==> src/rtl/step_seq_pkg.sv <==
// Shared constants and types for the step sequence counter.
// This package is imported by the next-value sub-module and by the top.
package step_seq_pkg;

  localparam logic DIR_UP    = 1'b1;
  localparam logic DIR_DOWN  = 1'b0;
  localparam logic MODE_WRAP = 1'b1;
  localparam logic MODE_SAT  = 1'b0;

  // Which source wins the count register on a given edge.
  typedef enum logic [1:0] {
    ACT_HOLD   = 2'd0,
    ACT_LOAD   = 2'd1,
    ACT_REJECT = 2'd2,
    ACT_COUNT  = 2'd3
  } action_e;

endpackage : step_seq_pkg

==> src/rtl/step_seq_next.sv <==
// Combinational legality check and next-count computation for step_seq_counter.
// All arithmetic is carried one bit wider than the count so that count+STEP never aliases.
module step_seq_next
  import step_seq_pkg::*;
#(
  parameter int WIDTH   = 4,
  parameter int STEP    = 2,
  parameter int MIN_VAL = 0,
  parameter int MAX_VAL = 8
) (
  input  logic [WIDTH-1:0] count,
  input  logic             up_dn,
  input  logic             wrap_mode,
  input  logic [WIDTH-1:0] load_val,
  output logic             count_legal,
  output logic             load_legal,
  output logic             at_max,
  output logic             at_min,
  output logic [WIDTH-1:0] next_val
);

  localparam int             EW     = WIDTH + 1;
  localparam logic [WIDTH:0] MIN_E  = EW'(MIN_VAL);
  localparam logic [WIDTH:0] MAX_E  = EW'(MAX_VAL);
  localparam logic [WIDTH:0] STEP_E = EW'(STEP);

  function automatic logic is_legal(input logic [WIDTH:0] v);
    logic [WIDTH:0] off;
    off = v - MIN_E;
    return (v >= MIN_E) && (v <= MAX_E) && ((off % STEP_E) == '0);
  endfunction

  logic [WIDTH:0] count_e;
  logic [WIDTH:0] sum_e;
  logic [WIDTH:0] diff_e;
  logic [WIDTH:0] next_e;

  // NOTE: always_comb assigns every output a default first so no latch is inferred.
  always_comb begin
    count_e     = {1'b0, count};
    sum_e       = count_e + STEP_E;
    diff_e      = count_e - STEP_E;
    count_legal = is_legal(count_e);
    load_legal  = is_legal({1'b0, load_val});
    at_max      = (count_e == MAX_E);
    at_min      = (count_e == MIN_E);
    next_e      = MIN_E;

    // An illegal count falls through to MIN_VAL regardless of direction or mode.
    if (count_legal) begin
      if (up_dn == DIR_UP) begin
        if (at_max) next_e = (wrap_mode == MODE_WRAP) ? MIN_E : MAX_E;
        else        next_e = sum_e;
      end else begin
        if (at_min) next_e = (wrap_mode == MODE_WRAP) ? MAX_E : MIN_E;
        else        next_e = diff_e;
      end
    end

    next_val = WIDTH'(next_e);
  end

endmodule : step_seq_next

==> src/rtl/step_seq_counter.sv <==
// Up/down counter that moves in STEP increments between MIN_VAL and MAX_VAL,
// with wrap or saturate at the bounds, validated synchronous load and terminal count.
module step_seq_counter
  import step_seq_pkg::*;
#(
  parameter int WIDTH       = 4,
  parameter int STEP        = 2,
  parameter int MIN_VAL     = 0,
  parameter int MAX_VAL     = 8,
  parameter int RESET_VALUE = 0
) (
  input  logic             clk,
  input  logic             rstb,
  input  logic             cnt_en,
  input  logic             up_dn,
  input  logic             wrap_mode,
  input  logic             load,
  input  logic [WIDTH-1:0] load_val,
  output logic [WIDTH-1:0] count,
  output logic             tc,
  output logic             load_err
);

  // Illegal parameter sets stop elaboration.
  if (STEP < 1) begin : g_bad_step
    $error("step_seq_counter: STEP must be >= 1");
  end
  if ((MAX_VAL >= (1 << WIDTH)) || (MAX_VAL <= MIN_VAL) || (MIN_VAL < 0)) begin : g_bad_range
    $error("step_seq_counter: require 0 <= MIN_VAL < MAX_VAL < 2**WIDTH");
  end
  if ((STEP >= 1) && (((MAX_VAL - MIN_VAL) % STEP) != 0)) begin : g_bad_span
    $error("step_seq_counter: MAX_VAL-MIN_VAL must be divisible by STEP");
  end
  if ((STEP >= 1) && ((RESET_VALUE < MIN_VAL) || (RESET_VALUE > MAX_VAL) ||
                      (((RESET_VALUE - MIN_VAL) % STEP) != 0))) begin : g_bad_reset
    $error("step_seq_counter: RESET_VALUE must be a legal count value");
  end

  localparam logic [WIDTH-1:0] MIN_W   = WIDTH'(MIN_VAL);
  localparam logic [WIDTH-1:0] RESET_W = WIDTH'(RESET_VALUE);

  logic [WIDTH-1:0] count_q, count_d;
  logic             load_err_q, load_err_d;
  logic             count_legal;
  logic             load_legal;
  logic             at_max;
  logic             at_min;
  logic [WIDTH-1:0] next_val;
  action_e          action;

  step_seq_next #(
    .WIDTH  (WIDTH),
    .STEP   (STEP),
    .MIN_VAL(MIN_VAL),
    .MAX_VAL(MAX_VAL)
  ) u_next (
    .count      (count_q),
    .up_dn      (up_dn),
    .wrap_mode  (wrap_mode),
    .load_val   (load_val),
    .count_legal(count_legal),
    .load_legal (load_legal),
    .at_max     (at_max),
    .at_min     (at_min),
    .next_val   (next_val)
  );

  always_comb begin
    action     = ACT_HOLD;
    count_d    = count_q;
    load_err_d = 1'b0;

    if (load)        action = load_legal ? ACT_LOAD : ACT_REJECT;
    else if (cnt_en) action = ACT_COUNT;

    unique case (action)
      ACT_LOAD:   count_d = load_val;
      ACT_REJECT: begin
        count_d    = MIN_W;
        load_err_d = 1'b1;
      end
      ACT_COUNT:  count_d = next_val;
      default:    count_d = count_q;
    endcase
  end

  // NOTE: state registers use non-blocking assignments so every flop samples pre-edge values.
  always_ff @(posedge clk) begin
    if (!rstb) begin
      count_q    <= RESET_W;
      load_err_q <= 1'b0;
    end else begin
      count_q    <= count_d;
      load_err_q <= load_err_d;
    end
  end

  // Terminal count flags an attempted step past a bound, in either mode.
  assign tc       = rstb && cnt_en && !load &&
                    (((up_dn == DIR_UP) && at_max) || ((up_dn == DIR_DOWN) && at_min));
  assign count    = count_q;
  assign load_err = load_err_q;

endmodule : step_seq_counter

==> config.mk <==
export PLATFORM = sky130hd
export DESIGN_NAME = step_seq_counter
export DESIGN_NICKNAME = d
export VERILOG_FILES = /design/src/rtl/step_seq_pkg.sv /design/src/rtl/step_seq_next.sv /design/src/rtl/step_seq_counter.sv
export SDC_FILE = /design/constraint.sdc
export NUM_CORES = 1
export LEC_CHECK = 0
export ABC_AREA = 0
export ABC_CLOCK_PERIOD_IN_PS = 1920
export CAP_MARGIN = 20
export CORE_AREA = 4 4 41 43
export CTS_BUF_LIST = sky130_fd_sc_hd__clkbuf_16
export DETAILED_ROUTE_END_ITERATION = 6
export DIE_AREA = 0 0 45 47
export HOLD_SLACK_MARGIN = 0.06
export PLACE_DENSITY = 0.77
export SETUP_SLACK_MARGIN = 0.3
export SLEW_MARGIN = 20
export SYNTH_ARGS = -nofsm -noshare
export SYNTH_HDL_FRONTEND = slang
export SYNTH_HIERARCHICAL = 1
export SYNTH_SLANG_ARGS = --single-unit
==> constraint.sdc <==
create_clock -name clk -period 1.92 [get_ports clk]
set_input_delay 0.384 -clock clk [delete_from_list [all_inputs] [get_ports clk]]
set_output_delay 0.384 -clock clk [all_outputs]
set_load 0.02 [all_outputs]
==> summary.md <==
| Metric | Value |
|---|---|
| Critical path arrival | `1.33 ns` |
| Most common library cell in the layout ignoring fill and taps | `sky130_fd_sc_hd__buf_4` |
| Placed cells | `91` |
| Antenna diode count | `0` |
| CTS clk-pin slew, worst paths | `0.03 ns` |
| Total wire length | `1159 um` |
| Maximum fanout along the worst path | `2` |
| Die X | `45 um` |
| Buffers added on ports | `15` |
| Class of the worst hold path | `reg -> reg` |
| Result of the run | `completed` |
| Max Fclk | `0.5829 GHz` |
| Worst Reg-to-Reg Cells | `9` |
| Worst flop-to-flop path startpoint | `count[1]` |
| Top-Level Pins | `16` |
| Placer congestion estimate | `0.8050` |
| Worst-case clock skew | `0.002168 ns` |
| Maximum number of pins on one net before global-route repair | `10` |
| Final hold slack | `0.6489 ns` |
| Proportion of synthesized chip area in sequential cells | `21.33%` |
| Start point of the critical path | `count[2]` |
| Global-route usage over all layers | `13.53%` |
| Setup Slack @ Placement | `-0.2114 ns` |
| Drt initial violations | `5` |
| Average wire per cell in the routed design | `11.83 um` |
| Combined area of all synthesized cells | `469.2 um^2` |
| Count of buffering cells on the critical path with inverters included | `2` |
| Capturing point of the worst reg2reg path | `count[3]` |
| Pwr per Cell Area | `748.1 mW/mm^2` |
| Post-layout net count | `96` |
| Clock Sinks | `5` |
| Data required time of the critical path | `1.54 ns` |
| Flip-flop cell with the highest count after synthesis | `sky130_fd_sc_hd__dfxtp_1` |
| Setup violations, final | `0` |
| Register-to-register setup slack | `0.23 ns` |
| Worst path max stage delay | `0.31 ns` |
| Worst path slowest cell | `sky130_fd_sc_hd__dfxtp_2` |
| Initial core utilization | `36.06%` |
| Mean post-synth cell area | `8.689 um^2` |
| Clock root buffer master | `sky130_fd_sc_hd__clkbuf_16` |
| HPWL after detailed placement | `875.6 um` |
| Later-pin clock latency in the skew report | `0.23 ns` |
| Total power consumption of the routed design | `635.6 uW` |
| Type of destination of the critical path | `output port` |
| Length of the first detailed-routing pass in iterations | `4` |
| Syn_nets | `66` |
| Die Ht | `47 um` |
| Vias in the first global route | `471` |
| Sum of overflow across all layers after global routing | `0` |
| Seq cells post-synth | `5` |
| Crit start category | `flip-flop` |
| Max-cap violation count | `0` |
| First-pass GRT wire length | `1987 um` |
| Count of mapped cells out of synthesis | `54` |
| Final standard cell count with taps included and fillers excluded | `98` |
| Leakage | `0.4084 nW` |
| List of cells traversed by the critical path | `buf_4 -> nor3_2 -> and2_1 -> mux2i_1 -> nor3_2 -> buf_4` |
| Drt via density | `4.857` |
| Floorplan Core Area | `0.001301 mm^2` |
| Destination of the critical timing path | `tc` |
| Switching Fraction | `23.46%` |
| DRC viols | `0` |
| Top library cells by usage in the layout, fill and taps aside | `sky130_fd_sc_hd__buf_4 (11), sky130_fd_sc_hd__clkdlybuf4s50_1 (9), sky130_fd_sc_hd__dlygate4sd2_1 (5)` |
| Switching power | `149.1 uW` |
| Share of post-route cells with drive strength above 1 | `45.78%` |
| Max Buffers Root-to-Sink | `2` |
| Number of enable-type register cells in the synthesized netlist | `0` |
| Yosys warning count | `6` |
| Setup CP Type | `reg -> out` |
| Kind of cell with the highest combined delay on the critical path | `simple AND/OR/NAND/NOR gates` |
| CTS tree | `built` |
| Total number of vias | `476` |
| Sequential fraction of design power | `18.6%` |
| Worst VDD drop | `662.2 uV` |
| Post-layout min period | `1.715 ns` |
| Number of rows created at floorplan | `13` |
| Number of nets still failing antenna checks after routing | `0` |
| Crit path setup slack, layout | `0.2045 ns` |
| Setup repair after global routing missed its margin | `yes` |
| Number of CTS-inserted buffers | `3` |
| Clock network power share | `53.1%` |
| Part of the power in combinational logic | `28.3%` |
| Number of endpoints with negative hold slack in the final report | `0` |
| H-tree levels | `1` |
| Internal power | `486.5 uW` |
| Fraction of synthesis flops using an asynchronous set or reset pin | `0%` |
| Die Area | `0.002115 mm^2` |
| Max-slew violation total from the final report | `0` |
| Crit share post-route | `89.35%` |
| Critical Path Stages | `6` |
| Layout area overhead | `81.07%` |
| Number of antenna violations at the first check in global routing | `0` |
| Number of library cell types mapped by synthesis | `26` |
[cells in the mapped netlist, types with 2 or more instances]
master	instances	area [um^2]
sky130_fd_sc_hd__nand2_1	2	7.510
sky130_fd_sc_hd__dfxtp_1	5	100.1
sky130_fd_sc_hd__a21bo_2	4	40.04
sky130_fd_sc_hd__a21oi_1	3	15.01
sky130_fd_sc_hd__inv_1	2	7.510
sky130_fd_sc_hd__ha_1	2	25.02
sky130_fd_sc_hd__mux2_2	4	45.04
sky130_fd_sc_hd__o211a_1	4	40.04
sky130_fd_sc_hd__buf_2	2	10.01
sky130_fd_sc_hd__nor2_1	4	15.01
sky130_fd_sc_hd__nor3_1	4	20.02
sky130_fd_sc_hd__nor2b_1	3	18.77
sky130_fd_sc_hd__nand2b_1	2	12.51
[power by group through the flow]
stage / clock network, mW / registers (mW) / logic [mW]
final: 0.337 / 0.119 / 0.180
after global routing: 0.352 / 0.119 / 0.199
after CTS: 0.344 / 0.118 / 0.177
after detailed placement: 0 / 0.120 / 0.161
after global placement: 0 / 0.120 / 0.158
after floorplan: 0 / 0.132 / 0.0781
[worst min path at each step]
stage / endpoint / cells after the start / startpoint
after detailed placement: count[1] / 2 / count[1]
after CTS: count[1] / 2 / count[1]
after global routing: count[1] / 2 / count[1]
final: count[0] / 2 / count[0]
after floorplan: load_err / 2 / rstb
after global placement: count[1] / 2 / count[1]
[worst register-to-register path: stages (launching register included)]
cell and delay, ns:
sky130_fd_sc_hd__dfxtp_4 0.35, sky130_fd_sc_hd__buf_6 0.13, sky130_fd_sc_hd__inv_4 0.05, sky130_fd_sc_hd__ha_4 0.13, sky130_fd_sc_hd__nor2b_1 0.12, sky130_fd_sc_hd__o22ai_1 0.07, sky130_fd_sc_hd__a32oi_1 0.18, sky130_fd_sc_hd__o31ai_2 0.10
sky130_fd_sc_hd__mux2_4 0.26, sky130_fd_sc_hd__o211a_1 0.20
[state kept, by name, indices dropped and copies added, names as in the netlist]
signal / cells
load_err: 1
count: 4
[per-stage QoR]
stage,setup TNS [ns],util (%),instance area (um^2)
floorplan,0,-,476.7
global placement,-0.4183,54.04,703.2
detailed placement,-0.3985,54.04,703.2
CTS,0,64.23,835.8
global route,0,65.29,849.6
finish,0,65.29,849.6
[area by class of cell]
type | count | area [um^2]
inverter | 2 | 12.51
fill | 127 | 451.7
timing repair buffer | 28 | 250.2
multi-input combinational | 44 | 382.9
sequential | 5 | 106.4
clock inverter | 1 | 3.754
tap | 15 | 18.77
clock buffer | 3 | 75.07
[cell families (layout without fill, tap and decap cells)]
| logic type | count (synthesis) | after routing | share of synthesized area [%] |
|---|---|---|---|
| other cells | 1 | 1 | 0.7992 |
| fa+ha+maj | 2 | 2 | 5.332 |
| flops | 5 | 5 | 21.33 |
| buf+inv | 5 | 34 | 5.335 |
| simple gates | 20 | 20 | 25.87 |
| xor+xnor | 1 | 1 | 1.867 |
| mux | 5 | 5 | 11.73 |
| compound gates | 15 | 15 | 27.73 |
[metal layers]
metal | share of wire (%) | track usage, % | wire length (um) | up-vias
met5 | 0 | 0 | 0 | -
met4 | 2.5 | 10.53 | 29 | 0
met2 | 51 | 23.73 | 595 | 16
li1 | - | - | - | 252
met3 | 6.4 | 1.916 | 74 | 2
met1 | 40 | 14.61 | 459 | 206
[what timing repair did]
action / 4_1_cts / 5_1_grt
pin swaps: 3 / 2
setup buffers: 3 / 0
setup endpoints to repair: 7 / 3
hold buffers: 0 / 0
resized for setup: 22 / 3
Note: power is estimated with default switching activity, not from simulation.
